[config.mk]
export PLATFORM = sky130hd
export DESIGN_NAME = cpu4_pc_sequencer
export DESIGN_NICKNAME = d
export VERILOG_FILES = /design/src/rtl/cpu4_pkg.sv /design/src/rtl/cpu4_pc_reg.sv /design/src/rtl/cpu4_pc_sequencer.sv
export SDC_FILE = /design/constraint.sdc
export NUM_CORES = 1
export LEC_CHECK = 0
export ABC_CLOCK_PERIOD_IN_PS = 1380
export BUFFER_PORTS_ARGS = -buffer_cell sky130_fd_sc_hd__buf_2
export CAP_MARGIN = 30
export CORE_AREA = 10 10 47 49
export DETAILED_ROUTE_END_ITERATION = 10
export DIE_AREA = 0 0 57 59
export GPL_TIMING_DRIVEN = 0
export SYNTH_ARGS = -nofsm -noshare
export SYNTH_HDL_FRONTEND = slang
export SYNTH_SLANG_ARGS = --single-unit
[constraint.sdc]
create_clock -name clk -period 1.38 [get_ports clk]
set_clock_uncertainty 0.05 [all_clocks]
set_input_delay 0.138 -clock clk [delete_from_list [all_inputs] [get_ports clk]]
set_output_delay 0.138 -clock clk [all_outputs]
set_load 0.02 [all_outputs]
[src/rtl/cpu4_pkg.sv]
// Shared definitions for the 4-bit CPU: FSM state encoding and default datapath width.
package cpu4_pkg;

    localparam int CPU4_WIDTH = 4;

    typedef enum logic [1:0] {
        ST_IDLE    = 2'd0,
        ST_RUN     = 2'd1,
        ST_HALT    = 2'd2,
        ST_ILLEGAL = 2'd3
    } cpu4_state_e;

endpackage

[src/rtl/cpu4_pc_reg.sv]
// Program-counter register with load enable and synchronous active-low reset to RESET_VECTOR.
module cpu4_pc_reg
    import cpu4_pkg::*;
#(
    parameter int                WIDTH        = CPU4_WIDTH,
    parameter logic [WIDTH-1:0]  RESET_VECTOR = '0
) (
    input  logic             clk_i,
    input  logic             rst_ni,
    input  logic             load_i,
    input  logic [WIDTH-1:0] d_i,
    output logic [WIDTH-1:0] q_o
);

    logic [WIDTH-1:0] pc_q;

    always_ff @(posedge clk_i) begin
        if (!rst_ni) begin
            pc_q <= RESET_VECTOR;
        end else if (load_i) begin
            pc_q <= d_i;
        end
    end

    assign q_o = pc_q;

endmodule

[src/rtl/cpu4_pc_sequencer.sv]
// PC sequencer: IDLE/RUN/HALT FSM plus next-PC mux feeding cpu4_pc_reg.
// Define CPU4_PC_CALL_RET_EN to add call/ret with a one-entry return register.
module cpu4_pc_sequencer
    import cpu4_pkg::*;
#(
    parameter int                WIDTH        = CPU4_WIDTH,
    parameter logic [WIDTH-1:0]  RESET_VECTOR = '0
) (
    input  logic             clk,
    input  logic             rst_n,
    input  logic             run,
    input  logic             stall,
    input  logic             jump,
    input  logic [WIDTH-1:0] jump_addr,
    input  logic             halt,
`ifdef CPU4_PC_CALL_RET_EN
    input  logic             call,
    input  logic             ret,
`endif
    output logic [WIDTH-1:0] pc,
    output logic             pc_valid,
    output logic             wrapped,
    output logic [1:0]       state
);

    cpu4_state_e      state_q, state_d;
    logic             wrapped_q, wrapped_d;
    logic             pc_load;
    logic [WIDTH-1:0] pc_q, pc_d, pc_inc;
`ifdef CPU4_PC_CALL_RET_EN
    logic [WIDTH-1:0] ret_pc_q, ret_pc_d;
`endif

    assign pc_inc = pc_q + 1'b1;

    always_comb begin
        state_d   = state_q;
        pc_d      = pc_q;
        pc_load   = 1'b0;
        wrapped_d = 1'b0;
`ifdef CPU4_PC_CALL_RET_EN
        ret_pc_d  = ret_pc_q;
`endif
        case (state_q)
            ST_IDLE: begin
                if (run) state_d = ST_RUN;
            end
            ST_RUN: begin
                // Priority chain: halt first, stall only matters when nothing loads.
                if (halt) begin
                    state_d = ST_HALT;
`ifdef CPU4_PC_CALL_RET_EN
                end else if (call) begin
                    ret_pc_d = pc_inc;
                    pc_d     = jump_addr;
                    pc_load  = 1'b1;
                end else if (ret) begin
                    pc_d    = ret_pc_q;
                    pc_load = 1'b1;
`endif
                end else if (jump) begin
                    pc_d    = jump_addr;
                    pc_load = 1'b1;
                end else if (!stall) begin
                    pc_d      = pc_inc;
                    pc_load   = 1'b1;
                    wrapped_d = &pc_q;
                end
            end
            ST_HALT: begin
                if (run) state_d = ST_RUN;
            end
            default: begin
                state_d = ST_IDLE;
                pc_d    = RESET_VECTOR;
                pc_load = 1'b1;
            end
        endcase
    end

    always_ff @(posedge clk) begin
        if (!rst_n) begin
            state_q   <= ST_IDLE;
            wrapped_q <= 1'b0;
        end else begin
            state_q   <= state_d;
            wrapped_q <= wrapped_d;
        end
    end

`ifdef CPU4_PC_CALL_RET_EN
    always_ff @(posedge clk) begin
        if (!rst_n) begin
            ret_pc_q <= RESET_VECTOR;
        end else begin
            ret_pc_q <= ret_pc_d;
        end
    end
`endif

    cpu4_pc_reg #(
        .WIDTH        (WIDTH),
        .RESET_VECTOR (RESET_VECTOR)
    ) u_pc_reg (
        .clk_i  (clk),
        .rst_ni (rst_n),
        .load_i (pc_load),
        .d_i    (pc_d),
        .q_o    (pc_q)
    );

    assign pc       = pc_q;
    assign pc_valid = (state_q == ST_RUN);
    assign wrapped  = wrapped_q;
    assign state    = state_q;

endmodule

# Word level (Yosys, flattened, before mapping)
# Index checks and enable logic that the tools add are counted.
classes:
  n_addsub: 1
  eq_ne: 6
  mux: 11
  bitwise_logic: 3
  n_reduce_logical: 6
op_table:
  columns: ["cell", "n"]
  rows:
  - ["4-bit 2-to-1 mux", 3]
  - ["4-bit one-hot mux with 2 select lines", 1]
  - ["4-bit AND reduction", 2]
  - ["5-bit OR reduction", 1]
  - ["4-bit by 1-bit adder with 4-bit output, second input constant", 1]
  - ["2-bit 2-to-1 mux", 2]
  - ["2-bit != test, second input constant", 2]
  - ["2-bit one-hot mux with 2 select lines", 1]
  - ["1-bit 2-to-1 mux", 3]
  - ["3-bit != test, second input constant", 1]
  - ["1-bit NOT", 3]
  - ["2-bit by 1-bit equality test with 1-bit output, second input constant", 1]
  - ["2-bit equality test, second input constant", 1]
  - ["2-bit zero test", 1]
  - ["2-bit by 1-bit != test with 1-bit output, second input constant", 1]
  - ["1-bit one-hot mux with 2 select lines", 1]
  - ["2-bit AND reduction", 1]
  - ["2-bit OR reduction", 1]
totals:
  ff_bits: 7
  out_inout_bits: 8
  wordCells: 30

# Logic depth before layout (Yosys ltp)
depth:
  ltp_word: 5
  mapped_depth: 5
  mapped_depth_nobuf: 5

# Cells and area by module
# From an unflattened synthesis, not the netlist that was laid out.
hier_totals:
  hier_cells: 63
  area_unflattened_um2: 508.0
by_module_without_submodules:
  columns: ["module", "instances", "cells_per_inst", "area_per_inst_um2", "seq_area_each_um2"]
  rows:
  - ["cpu4_pc_sequencer", 1, 50, 351.6, 60.1]
  - ["cpu4_pc_reg", 1, 13, 156.4, 80.1]

# Worst setup path after synthesis
# OpenSTA, ideal clock, no wires.
synth_timing:
  path_kind: "register -> register"
  start: "register state_q[0], in the netlist state[0]"
  end: "register u_pc_reg.pc_q[2], in the netlist u_pc_reg.q_o[2]"
  t_arrival_ps: 1254
  path_slack_ps: 16
  path_stages_with_launch: 5
  synth_period_minus_slack_ps: 1364
  path_cell_list: "dfxtp_1 -> nand4bb_1 -> or3_4 -> o22ai_2 -> a22o_1"
synth_between:
  elab_chain_len: 4
  elab_cells_between_ends: 10
  classes_between: "eq/ne: 4; mux: 2; bitwise: 1; reduce/logical: 3"
synth_rtl:
  columns: ["element", "line_no", "text"]
  rows:
  - ["start, declared", "cpu4_pc_sequencer.sv:26", "cpu4_state_e state_q, state_d;"]
  - ["start signal, assigned", "cpu4_pc_sequencer.sv:86", "state_q <= state_d;"]
  - ["2-bit equality test or 2-bit zero test (tied branches)", "cpu4_pc_sequencer.sv:44", "case (state_q)"]
  - ["2-bit OR reduction (no source line)", null, null]
  - ["1-bit one-hot mux with 2 select lines or 1-bit NOT (tied branches)", null, null]
  - ["4-bit AND reduction (no source line)", null, null]
  - ["end signal, assigned", "cpu4_pc_reg.sv:21", "pc_q <= d_i;"]
  - ["end, declared", "cpu4_pc_reg.sv:15", "logic [WIDTH-1:0] pc_q;"]
# Parallel ways exist; a longest one is shown, timed or not.
# A chain may end at the register's enable or synchronous reset.

# Worst setup path after layout
layout_timing:
  start: "register state_q[1], in the netlist state[1]"
  end: "register u_pc_reg.pc_q[2], in the netlist u_pc_reg.q_o[2]"
# The elaborated chain is that of the path after synthesis.

==> impl_metrics.csv <==
group,metric,value,unit
run_status,status,"complete, no violations",
worst_setup_path,critPathKind,"flip-flop to flip-flop",
finish,area_growth,32.39,%
placement,io_buffers,16,
global_route,grt_pass1_wl,1628,um
floorplan,row_count,14,
worst_setup_path,critPathMaxFanout,5,
timing,relSlewSlack,0.7917,
finish,utilization,0.3759,
clock_tree,clk_latency,260,ps
clock_tree,cts_buffer_depth,2,
timing,rsz0062_at_grt,"false",
synthesis,ys_warn_count,0,
finish,fillers,156,
synthesis,yosysSeqAreaShare,0.3522,
finish,fin_cells,84,
timing,tightest_slew,311.7,ps
timing,fmax,787.6,MHz
finish,final_nets,80,
finish,diodes,0,
clock_tree,cts_made_buffers,3,
clock_tree,post-cts-setup-buffers,0,
pwr,irDropWorstVdd,0.7599,mV
min_path,hold_class,"primary input to flip-flop",
clock_tree,cts.sinks,7,
placement,dpl-instance-area,498.0,sq um
routing,routed_wl,1010,um
placement,dp_cells,80,
synthesis,syn_area,397.9,sq um
floorplan,dieHeight,59,um
synthesis,netlist_instances,48,
timing,layout_min_cycle_time,1270,ps
floorplan,die_area,3363,sq um
pwr,pwr_density_cell,909.7,nW/um^2
clock_tree,clk_pin_slew,60,ps
worst_setup_path,max_stage_delay,360,ps
synthesis,synthDistinctLibCells,25,
worst_setup_path,slowest_stage,"or3_4",
timing,period_share,0.9200,
timing,slew_viol_final,0,
pwr,total_power,479.2,uW
routing,drcViolationCount,0,
global_route,grt_usage,0.06015,
routing,via_count,391,
floorplan,pin_count,18,
flow_run,drv_cap,0,
worst_setup_path,worstPathRequired,1530,ps
clock_tree,cts.htree.levels,1,
timing,setup_tns,0,ps
finish,final_area,526.8,sq um
global_route,overflow,0,
worst_setup_path,start_kind,"flip-flop",
routing,wl_per_cell,12.02,um
worst_setup_path,end_kind,"flip-flop",
synthesis,mappedNetlistNets,59,
routing,drt_pre_antenna_iters,4,
clock_tree,cts_tree,"done",
global_route,grt_pass1_vias,408,
finish,drive_gt1_frac,0.3824,
worst_setup_path,crit_arrival,1420,ps
routing,drt_iter0_markers,10,
finish,seq_area,141.4,sq um
worst_setup_path,worstPathCellList,"nand4bb_1 -> or3_4 -> o22ai_2 -> a22o_1",
placement,gp_congestion,0.7058,
timing,hold_violations,0,
timing,setup_viol,0,
global_route,grt_max_degree,10,
floorplan,core_area,1401,sq um
timing,hold_slack,99.25,ps
routing,ant_nets,0,
floorplan,initial_core_util,0.2839,
synthesis,synth-seq-cells,7,
placement,dp_hpwl,815.6,um
synthesis,synth_area_per_cell,8.289,sq um
pwr,leakage,0.2453,nW
clock_tree,cts-root-buf,"clkbuf_4",
global_route,antenna_found_initial,0,
finish,multi_input_area,239.0,sq um
timing,setup_ws,110.4,ps
placement,dp_worst_setup_slack,68.12,ps
floorplan,die_w,57,um
routing,viasPerCell,4.655,
-- layer usage --
metal / vias up / track usage / part of all wire
li1: 208 / - / -
met1: 168 / 0.06079 / 0.41
met2: 15 / 0.09147 / 0.45
met3: 0 / 0.05579 / 0.13
met4: 0 / 0.01007 / 0
met5: - / 0 / 0
-- state kept, by name, indices dropped and copies added, names as in the netlist --
register,flops
wrapped,1
state,2
u_pc_reg.q_o,4
-- worst max-delay path: cells and delay by family (launching register included) --
family / cells / cell delay [ps]
compound gates: 2 / 270
flops: 1 / 330
simple gates: 2 / 570
-- placed cells by master, fill, tap and decap left out --
| master | n |
|---|---|
| nor2b_2 | 1 |
| or2b_1 | 1 |
| clkbuf_1 | 1 |
| o221ai_1 | 1 |
| and2_1 | 1 |
| dfxtp_2 | 1 |
| o22ai_1 | 1 |
| dfxtp_1 | 6 |
| o21ai_0 | 1 |
| o22ai_2 | 1 |
| inv_1 | 3 |
| buf_2 | 17 |
| or3_4 | 1 |
| nand2_1 | 7 |
| a2111oi_1 | 1 |
| a22o_1 | 1 |
| ha_1 | 1 |
| inv_2 | 1 |
| nor2_1 | 6 |
| nand4bb_1 | 1 |
| o21ai_2 | 1 |
| nand3_1 | 3 |
| o31ai_1 | 1 |
| a22oi_1 | 1 |
| nand2b_1 | 2 |
| clkbuf_4 | 3 |
| a32o_1 | 1 |
| mux2i_1 | 2 |
-- final timing paths --
| kind | startpoint | end | slack [ps] | cells past startpoint |
|---|---|---|---|---|
| hold reg to reg | u_pc_reg.q_o[3] | wrapped | 460 | 2 |
| hold / removal | rst_n | state[0] | 100 | 2 |
| setup / recovery | state[1] | u_pc_reg.q_o[2] | 110 | 4 |
| setup reg to reg | state[1] | u_pc_reg.q_o[2] | 110 | 4 |
-- power by group --
| part | internal, mW | switching, mW |
|---|---|---|
| Combinational | 0.0321 | 0.0418 |
| Sequential | 0.208 | 0.00696 |
| Clock | 0.111 | 0.0796 |
| Total | 0.351 | 0.128 |
-- kinds of logic (layout without fill, tap and decap cells) --
group	after synthesis	after routing	synth area share
flip-flops	7	7	0.3522
multiplexers	2	2	0.05032
AO/OA/AOI/OAI	10	10	0.2107
AND/OR/NAND/NOR	23	23	0.3050
buffers and inverters	5	25	0.05029
adder cells (fa/ha/maj)	1	1	0.03144
-- what timing repair did --
action,4_1_cts,5_1_grt
resized for setup,0,2
hold buffers,0,0
endpoints found under the setup margin,0,2
hold endpoints to repair,0,0
-- layout make-up --
class	instances	share of cell area
well taps	16	0.03800
repair buffers	16	0.1520
multi-input cells	36	0.4537
flip-flops and latches	7	0.2684
plain buffers	1	0.009501
inverters	4	0.02850
clock buffers	4	0.04988
-- Yosys cell counts --
master,n,area share
a2111oi_0,1,0.022
a22o_1,1,0.022
a22oi_1,1,0.019
a32o_1,1,0.025
and2_1,1,0.016
buf_2,1,0.013
dfxtp_1,7,0.35
ha_1,1,0.031
inv_1,3,0.028
inv_2,1,0.0094
mux2i_1,2,0.050
nand2_1,7,0.066
nand2b_1,2,0.031
nand3_1,3,0.038
nand4bb_1,1,0.028
nor2_1,6,0.057
nor2b_2,1,0.022
o21ai_0,1,0.013
o21ai_2,1,0.022
o221ai_1,1,0.022
o22ai_1,1,0.016
o22ai_2,1,0.031
o31ai_1,1,0.019
or2b_1,1,0.019
or3_4,1,0.028
No activity file was read; power rests on OpenSTA's default activity.
